$ cat config.mk
export PLATFORM = sky130hd
export DESIGN_NAME = friscv_agendador_bombas
export DESIGN_NICKNAME = d
export VERILOG_FILES = /design/src/rtl/friscv_agendador_bombas.sv
export SDC_FILE = /design/constraint.sdc
export NUM_CORES = 1
export LEC_CHECK = 0
export ABC_AREA = 1
export BUFFER_PORTS_ARGS = -buffer_cell sky130_fd_sc_hd__buf_4
export CAP_MARGIN = 20
export CELL_PAD_IN_SITES_DETAIL_PLACEMENT = 0
export CELL_PAD_IN_SITES_GLOBAL_PLACEMENT = 1
export CORE_ASPECT_RATIO = 0.75
export CORE_MARGIN = 2
export CORE_UTILIZATION = 45
export DETAILED_ROUTE_END_ITERATION = 10
export PLACE_DENSITY_LB_ADDON = 0.1
export SYNTH_ARGS = -nofsm -noshare
export SYNTH_HDL_FRONTEND = slang
export SYNTH_SLANG_ARGS = --single-unit
$ cat constraint.sdc
create_clock -name clock -period 3.6 [get_ports clock]
set_input_delay 0.54 -clock clock [delete_from_list [all_inputs] [get_ports clock]]
set_output_delay 0.54 -clock clock [all_outputs]
set_load 0.05 [all_outputs]
$ cat src/rtl/friscv_agendador_bombas.sv
// Round-robin scheduler sharing the cup sensor and two juice pumps between two
// requests: latch request, confirm cup via measurement handshake, run a timed dose.
module friscv_agendador_bombas #(
   parameter int TICK_DIV      = 50000,
   parameter int DOSE_TICKS    = 3000,
   parameter int TIMEOUT_TICKS = 100,
   parameter int CNT_W         = 16
) (
   input  logic       clock,
   input  logic       reset,
   input  logic       habilita,
   input  logic       pedido_1,
   input  logic       pedido_2,
   input  logic       copo_posicionado,
   input  logic       medida_pronto,
   output logic       inicia_medida,
   output logic       ativa_bomba_1,
   output logic       ativa_bomba_2,
   output logic       pendente_1,
   output logic       pendente_2,
   output logic       ocupado,
   output logic       erro_copo,
   output logic       erro_sensor,
   output logic       fim_dose,
   output logic [3:0] db_estado
);

   localparam int PW = (TICK_DIV > 2) ? $clog2(TICK_DIV) : 1;

   typedef enum logic [3:0] {
      INICIAL = 4'b0000,
      ESPERA  = 4'b0001,
      MEDE    = 4'b0010,
      AGUARDA = 4'b0011,
      BOMBA   = 4'b0100,
      FIM     = 4'b0101,
      ERRO    = 4'b0111
   } estado_t;

   estado_t          estado_q, estado_d;
   logic [PW-1:0]    presc_q, presc_d;
   logic [CNT_W-1:0] cnt_q, cnt_d;
   // sel/ultimo encoding: 0 = juice 1, 1 = juice 2
   logic             sel_q, sel_d;
   logic             ultimo_q, ultimo_d;
   logic             pend1_q, pend1_d;
   logic             pend2_q, pend2_d;
   logic             erro_copo_q, erro_copo_d;
   logic             tick, clr_pend, set_err, clr_err;

   assign tick = (presc_q == PW'(TICK_DIV - 1));

   always_comb begin
      estado_d = estado_q;
      sel_d    = sel_q;
      ultimo_d = ultimo_q;
      clr_pend = 1'b0;
      set_err  = 1'b0;
      clr_err  = 1'b0;
      case (estado_q)
         INICIAL: if (habilita) estado_d = ESPERA;
         ESPERA: begin
            if (pend1_q || pend2_q) begin
               estado_d = MEDE;
               sel_d    = (pend1_q && pend2_q) ? ~ultimo_q : pend2_q;
            end
         end
         MEDE:    estado_d = AGUARDA;
         AGUARDA: begin
            if (medida_pronto) begin
               if (copo_posicionado) begin
                  estado_d = BOMBA;
                  clr_err  = 1'b1;
               end else begin
                  estado_d = ESPERA;
                  set_err  = 1'b1;
               end
            end else if (tick && cnt_q == CNT_W'(TIMEOUT_TICKS - 1)) begin
               estado_d = ERRO;
            end
         end
         BOMBA: begin
            if (!copo_posicionado) begin
               estado_d = ESPERA;
               clr_pend = 1'b1;
               set_err  = 1'b1;
               ultimo_d = sel_q;
            end else if (tick && cnt_q == CNT_W'(DOSE_TICKS - 1)) begin
               estado_d = FIM;
            end
         end
         FIM: begin
            estado_d = ESPERA;
            clr_pend = 1'b1;
            ultimo_d = sel_q;
         end
         ERRO:    estado_d = ERRO;
         default: estado_d = INICIAL;
      endcase
      if (!habilita) estado_d = INICIAL;
   end

   // Prescaler and tick counter run only while staying in a timed state,
   // which also clears them on entry to AGUARDA and BOMBA.
   always_comb begin
      presc_d = '0;
      cnt_d   = '0;
      if (estado_d == estado_q && (estado_q == AGUARDA || estado_q == BOMBA)) begin
         presc_d = tick ? '0 : presc_q + PW'(1);
         cnt_d   = tick ? cnt_q + CNT_W'(1) : cnt_q;
      end
   end

   // A new request beats a same-cycle clear so it stays queued.
   always_comb begin
      pend1_d = pend1_q;
      pend2_d = pend2_q;
      if (clr_pend && !sel_q) pend1_d = 1'b0;
      if (clr_pend &&  sel_q) pend2_d = 1'b0;
      if (pedido_1) pend1_d = 1'b1;
      if (pedido_2) pend2_d = 1'b1;
      if (!habilita) begin
         pend1_d = 1'b0;
         pend2_d = 1'b0;
      end
      erro_copo_d = erro_copo_q;
      if (pedido_1 || pedido_2 || clr_err) erro_copo_d = 1'b0;
      if (set_err) erro_copo_d = 1'b1;
      if (!habilita) erro_copo_d = 1'b0;
   end

   always_ff @(posedge clock or posedge reset) begin
      if (reset) begin
         estado_q    <= INICIAL;
         presc_q     <= '0;
         cnt_q       <= '0;
         sel_q       <= 1'b0;
         ultimo_q    <= 1'b1;
         pend1_q     <= 1'b0;
         pend2_q     <= 1'b0;
         erro_copo_q <= 1'b0;
      end else begin
         estado_q    <= estado_d;
         presc_q     <= presc_d;
         cnt_q       <= cnt_d;
         sel_q       <= sel_d;
         ultimo_q    <= ultimo_d;
         pend1_q     <= pend1_d;
         pend2_q     <= pend2_d;
         erro_copo_q <= erro_copo_d;
      end
   end

   assign inicia_medida = (estado_q == MEDE);
   assign ativa_bomba_1 = (estado_q == BOMBA) && !sel_q;
   assign ativa_bomba_2 = (estado_q == BOMBA) &&  sel_q;
   assign ocupado       = (estado_q == MEDE) || (estado_q == AGUARDA) ||
                          (estado_q == BOMBA) || (estado_q == FIM);
   assign erro_sensor   = (estado_q == ERRO);
   assign fim_dose      = (estado_q == FIM);
   assign pendente_1    = pend1_q;
   assign pendente_2    = pend2_q;
   assign erro_copo     = erro_copo_q;

   always_comb begin
      case (estado_q)
         INICIAL, ESPERA, MEDE, AGUARDA, BOMBA, FIM, ERRO: db_estado = estado_q;
         default: db_estado = 4'b1110;
      endcase
   end

endmodule

Word-level counts from Yosys, hierarchy flattened
Cells that the tools add are included.
{"block": "word_totals", "register_bits": 41, "latchBits": 0, "ram_bits": 0, "mem_bits_ro": 0, "inputBits": 7, "output_inout_bits": 13, "n_memories": 0}
{"block": "classes", "add_sub_neg": 2, "multipliers": 0, "n_div": 0, "magnitude_cmp": 0, "eq_ne": 15, "shift": 0, "n_mux": 32, "n_bitwise": 1, "reduce_logical": 22}
{"cell": "two-way mux 16 bit", "count": 4}
{"cell": "adder 16 x 1 -> 16 bit (second input constant)", "count": 2}
{"cell": "two-way mux 4 bit", "count": 7}
{"cell": "one-hot mux 4 bit (6 select lines)", "count": 1}
{"cell": "equality test 16 x 12 -> 1 bit (second input constant)", "count": 1}
{"cell": "equality test 16 bit (second input constant)", "count": 1}
{"cell": "equality test 16 x 7 -> 1 bit (second input constant)", "count": 1}
{"cell": "two-way mux 1 bit", "count": 16}
{"cell": "equality test 4 x 3 -> 1 bit (second input constant)", "count": 3}
{"cell": "inequality test 3 x 1 -> 1 bit (second input constant)", "count": 3}
{"cell": "equality test 4 x 2 -> 1 bit (second input constant)", "count": 2}
{"cell": "logical AND 1 bit", "count": 8}
{"cell": "logical OR 1 bit", "count": 7}
{"cell": "OR reduction 7 bit", "count": 1}
{"cell": "one-hot mux 1 bit (2 select lines)", "count": 3}
{"cell": "equality test 4 x 1 -> 1 bit (second input constant)", "count": 1}
{"cell": "equality test 4 bit", "count": 1}
{"cell": "logical NOT 4 bit", "count": 1}
{"cell": "inequality test 2 bit (second input constant)", "count": 2}
{"cell": "AND reduction 2 bit", "count": 2}
{"cell": "two-way mux 3 bit", "count": 1}
{"cell": "nonzero test 2 bit", "count": 1}
{"cell": "OR reduction 2 bit", "count": 1}
{"cell": "logical NOT 1 bit", "count": 1}
{"cell": "NOT 1 bit", "count": 1}

Logic depth before layout (Yosys ltp)
{"block": "logic_depth", "ltp_word": 9, "ltp_mapped": 15, "mapped_depth_nobuf": 14}

Worst setup path after synthesis
No wires, ideal clock.
{"block": "synth_path", "path_kind": "register to register", "from": "reg estado_q[2]", "to": "reg presc_q[3]", "setup_time_ps": 69, "t_arrival_ps": 2391, "required_time_ps": 3531, "slack_ps": 1140, "stages_incl_launch_ff": 11, "path_buffers": 1, "period_less_slack_ps": 2460, "path_cell_list": "dfrtp_1 -> nor2_1 -> inv_1 -> nor2_1 -> nor2_1 -> nand3_1 -> nand2_1 -> a22oi_2 -> nand3_4 -> buf_6 -> nor2_2"}
{"block": "synth_between", "word_cells_on_any_way": 19, "cone_classes": "7 x eq/ne; 8 x mux; 4 x reduce/logical"}
{"element": "from (decl)", "line": "40", "text": "estado_t estado_q, estado_d;"}
{"element": "from (signal assigned)", "line": "143", "text": "estado_q <= estado_d;"}
{"element": "equality test 4 x 2 -> 1 bit"}
{"element": "net inicia_medida", "line": "16", "text": "output logic inicia_medida,"}
{"element": "one-hot mux 4 bit (6 select lines)", "line": "60", "text": "case (estado_q)"}
{"element": "two-way mux 4 bit", "line": "100", "text": "if (!habilita) estado_d = INICIAL;"}
{"element": "equality test 4 bit", "line": "108", "text": "if (estado_d == estado_q && (estado_q == AGUARDA || estado_q == BOMBA)) begin"}
{"element": "logical AND 1 bit", "line": "108"}
{"element": "two-way mux 16 bit", "line": "108"}
{"element": "net presc_d[3]", "line": "41", "text": "logic [PW-1:0] presc_q, presc_d;"}
{"element": "to (signal assigned)", "line": "144", "text": "presc_q <= presc_d;"}
{"element": "to (decl)", "line": "41"}
The timed path passes the listed nets, and every way through them passes these cells.
A chain may end at the register's enable or synchronous reset.

Worst setup path after layout
{"block": "layout_path", "from": "reg presc_q[0]", "to": "reg cnt_q[4]"}
{"block": "layout_between", "elab_chain_cells": 9, "word_cells_on_any_way": 13, "cone_classes": "3 x eq/ne; 7 x mux; 3 x reduce/logical"}
{"element": "equality test 16 bit *", "line": "51", "text": "assign tick = (presc_q == PW'(TICK_DIV - 1));"}
{"element": "logical AND 1 bit, on equally long branches", "line": "88, 78"}
{"element": "two-way mux 4 bit, on equally long branches", "line": "88, 78"}
{"element": "two-way mux 4 bit, on equally long branches", "line": "83, 70"}
{"element": "one-hot mux 4 bit (6 select lines)", "line": "60"}
{"element": "two-way mux 4 bit", "line": "100"}
{"element": "equality test 4 bit", "line": "108"}
{"element": "logical AND 1 bit", "line": "108"}
{"element": "inequality test 2 bit (no line) or two-way mux 16 bit (tied branches)"}
{"element": "to (signal assigned)", "line": "145", "text": "cnt_q <= cnt_d;"}
{"element": "to (decl)", "line": "42", "text": "logic [CNT_W-1:0] cnt_q, cnt_d;"}
Every way passes the cells marked *; elsewhere a longest branch is shown, timed or not.

==> impl.org <==
** Critical path
- STA classifies the critical path endpoint as a flop.
- Along the worst path, the maximum fanout reaches 32.
- Number of cell instances on the worst register-to-register path :: 13
- The worst setup path is of the flop to flop kind.
- R2r setup slk :: 1.22 ns
- For the worst setup path, the data required time is 3.80 ns.
- R2r startpoint :: presc_q[0]$_DFF_PP0_
- Worst Setup Start Kind :: flop
- The endpoint identified for the worst register-to-register timing path is cnt_q[4]$_DFFE_PP0P_.
- Data arrives at the worst endpoint at 2.57 ns.

** Finish
- In the final layout, the share of cells above drive strength 1 is 0.190.
- Fin area :: 2800 um2
- At the end of the flow, the number of nets in the layout was 372.
- The finished layout holds 439 standard cells, fillers aside.
- The repair_antennas step left the layout with diodes totalling 0.
- Measured on the finished design, the core utilization comes to 0.524.
- Relative to the synthesized area, the layout overhead comes to 11.5%.

** Global routing
- Total Routing Usage GR :: 0.187
- Total global routing overflow :: 0
- Entering global routing, the biggest net connects 33 pins.
- Via count of the first global-routing pass :: 1,856
- Number of antenna violations at the first check in global routing :: 0
- The first global-routing pass estimated 9.18 mm of wire.

** Place
- Post-placement worst setup slack :: around 1.2 ns
- Routability-driven placement finished with a final weighted congestion of 0.873.
- Including well taps, the total number of placed cells is ~430.
- PortBufs :: 19
- Detailed placement HPWL :: 3.93 mm
- Placed inst area :: 2720 um2

** Synth
- Net Count, Synth :: 348
- The synthesized design contains 41 register bits.
- The number of different library cells used by synthesis comes to 29.
- Count of mapped cells out of synthesis :: between 300 and 400
- Of the post-synthesis cell area, the dominant cell type holds 0.398.
- Mean instance size in the synthesized netlist :: approximately 7.4 um2
- Count of synthesis-stage warnings from yosys :: 0
- Largest area contributor in the netlist :: sky130_fd_sc_hd__dfrtp_1
- Ranked by total cell area, the synthesized netlist is headed by sky130_fd_sc_hd__dfrtp_1 (40%), sky130_fd_sc_hd__nand2_1 (12%), sky130_fd_sc_hd__nor2_2 (8.0%).
- Proportion of synthesized chip area in sequential cells :: 0.409
- The synthesized netlist occupies a cell area of 2510 um2.

** Flow run
- Max-cap violations in this run came to 0.

** Timing
- Final Skew :: between 0.008 and 0.009 ns
- In the finished design, the share of the clock period the worst path needs comes to 0.660.
- The final count of pins violating max slew was 0.
- The routed design could run at a clock period as short as 2.38 ns.
- Relative slew slack :: 0.456
- Setup violations remaining at the end of the flow were counted as 0.
- Total negative setup slack :: 0 ns
- For the pin with the worst max-slew slack, the measured transition is 0.815 ns.
- Setup repair after global routing left no endpoint under its margin.
- The final-report hold violation count was 0.
- Highest attainable clock frequency :: 421 MHz
- Across all setup checks in the final design, the least slack found is between 1 and 1.5 ns.

** Floorplanning
- The initial utilization of the core area, before any placement, comes to 0.470.
- Die Span Y :: 68.7 um
- After floorplanning, the core was sized to cover 5350 um2.
- After floorplanning, the core was divided into 23 placement rows.
- During I/O placement, the number of pins put on the boundary was 20.
- Die X-Extent :: 90.3 um
- Die area :: 6210 um2

** Status
- The flow ran to the end, and the final reports show no timing, DRC or antenna violations.

** Detailed routing
- After detailed routing, the total wire length is about 5.3 mm.
- Remaining DRCs :: 0
- For this block, the initial DRC count from the detailed router was ~140.
- After detailed routing, the number of vias per cell comes to 4.66.
- First-pass iteration count of the detailed router :: 4
- Number of nets with antenna violations after detailed routing :: 0
- Dividing the detail-routed wire length by the instance count gives 12.0 um.
- Number of vias in the routed layout :: 2,045

** Clocking
- Clock tree synthesis selected as its root buffer the cell sky130_fd_sc_hd__clkbuf_8.
- After clock tree synthesis, the repair step resized 0 gates.
- Buffers inserted to repair hold after CTS numbered 0.
- Counting the buffers created by CTS gives 5.
- Clock tree from TritonCTS :: yes
- At the later pin of the worst-skew pair, clock insertion delay measures between 0.2 and 0.3 ns.
- CTS clock-pin slew for the worst setup and hold paths :: 0.08 ns
- Number of buffers on the longest clock path :: 2
- The H-tree was split into 2 levels.
- Clock tree synthesis found a total of 41 sinks.
- The number of setup buffers added after CTS is 0.

** Pwr
- In this run the power density over the cells is ~300 nW/um2.
- The worst-case IR drop observed on VDD is 0.187 mV.
- Static Leak :: 1.25 nW

** Worst hold path
- Worst hold path class :: input pin to async pin
critical path: stages (launching register included):
cell and delay (ns):
sky130_fd_sc_hd__dfrtp_1 0.37, sky130_fd_sc_hd__ha_1 0.19, sky130_fd_sc_hd__nand2_1 0.11, sky130_fd_sc_hd__nor2_4 0.15, sky130_fd_sc_hd__nand2_1 0.08, sky130_fd_sc_hd__nor2_2 0.22, sky130_fd_sc_hd__nand2_1 0.10, sky130_fd_sc_hd__nand2_1 0.06
sky130_fd_sc_hd__nand2_1 0.04, sky130_fd_sc_hd__nand2_1 0.07, sky130_fd_sc_hd__nand3_1 0.06, sky130_fd_sc_hd__nand2_1 0.13, sky130_fd_sc_hd__nand3_4 0.45, sky130_fd_sc_hd__nor2_1 0.25
Yosys cell counts, drive strengths merged:
library cell and instances:
a21oi 2, a22oi 1, a31oi 1, buf 3
conb 1, dfrtp 40, dfstp 1, ha 2
inv 51, nand2 82, nand3 24, nand3b 3
nand4 11, nor2 79, nor3 3, nor4 3
o21a 1, o21ai 9, o21bai 1, o22ai 2
or2 2, xnor2 3, xor2 14
where the power goes:
| group | switching (mW) | total [mW] | internal (mW) |
|---|---|---|---|
| Combinational | 0.0460 | 0.0645 | 0.0184 |
| Clock | 0.148 | 0.286 | 0.138 |
| Sequential | 0.00760 | 0.475 | 0.468 |
| Total | 0.202 | 0.826 | 0.624 |
routing by layer:
metal,global-route usage,share of wire,vias to the layer above
met3,0.0359,0.029,2
met4,0.0519,0.0055,0
met1,0.290,0.55,913
li1,-,-,1105
met5,0,0,-
met2,0.263,0.41,25
cells in the final DEF, fill, tap and decap left out, types with 8 or more instances in the layout:
master and n:
sky130_fd_sc_hd__buf_4 20, sky130_fd_sc_hd__dfrtp_1 40, sky130_fd_sc_hd__inv_1 48, sky130_fd_sc_hd__nand2_1 82, sky130_fd_sc_hd__nand3_1 22, sky130_fd_sc_hd__nand4_1 11, sky130_fd_sc_hd__nor2_1 44, sky130_fd_sc_hd__nor2_2 32
sky130_fd_sc_hd__o21ai_0 8, sky130_fd_sc_hd__xor2_1 14
cells by family (layout without fill, tap and decap cells):
| kind of cell | count (synthesis) | count (layout) | share of synthesized area |
|---|---|---|---|
| AO/OA/AOI/OAI | 17 | 17 | 0.0403 |
| XOR/XNOR | 17 | 17 | 0.0592 |
| adder cells (fa/ha/maj) | 2 | 2 | 0.00995 |
| buffers and inverters | 54 | 79 | 0.0896 |
| flip-flops | 41 | 41 | 0.409 |
| other | 1 | 1 | 0.00149 |
| AND/OR/NAND/NOR | 207 | 207 | 0.391 |
stage by stage:
step / hold slack (ns) / power (mW)
floorplan: 0.486 / 0.526
detailed placement: 0.517 / 0.550
finish: 0.410 / 0.826
global placement: 0.526 / 0.551
CTS: 0.440 / 0.840
global route: 0.476 / 0.866
layout make-up:
cell class / instances / area, um2
Clock buffer: 8 / 80.1
Timing Repair Buffer: 20 / 150
Multi-Input combinational cell: 244 / 1260
Fill cell: 574 / 2550
Tap cell: 75 / 93.8
Inverter: 51 / 191
Sequential cell: 41 / 1030
registers in the layout (all words and copies together), names as in the netlist:
signal	cells
cnt_q	16
presc_q	16
estado_q	4
erro_copo	1
pendente_1	1
pendente_2	1
sel_q	1
ultimo_q	1
how the worst max path moves through the flow:
stage / cells after the start / end / from
6_report: 13 / cnt_q[4]$_DFFE_PP0P_ / presc_q[0]$_DFF_PP0_
5_1_grt: 13 / cnt_q[4]$_DFFE_PP0P_ / presc_q[0]$_DFF_PP0_
4_1_cts: 13 / cnt_q[4]$_DFFE_PP0P_ / presc_q[0]$_DFF_PP0_
3_5_place_dp: 13 / cnt_q[4]$_DFFE_PP0P_ / presc_q[0]$_DFF_PP0_
3_3_place_gp: 13 / cnt_q[4]$_DFFE_PP0P_ / presc_q[0]$_DFF_PP0_
2_1_floorplan: 10 / presc_q[3]$_DFF_PP0_ / estado_q[2]$_DFF_PP0_
(Power assumes the default switching activity.)
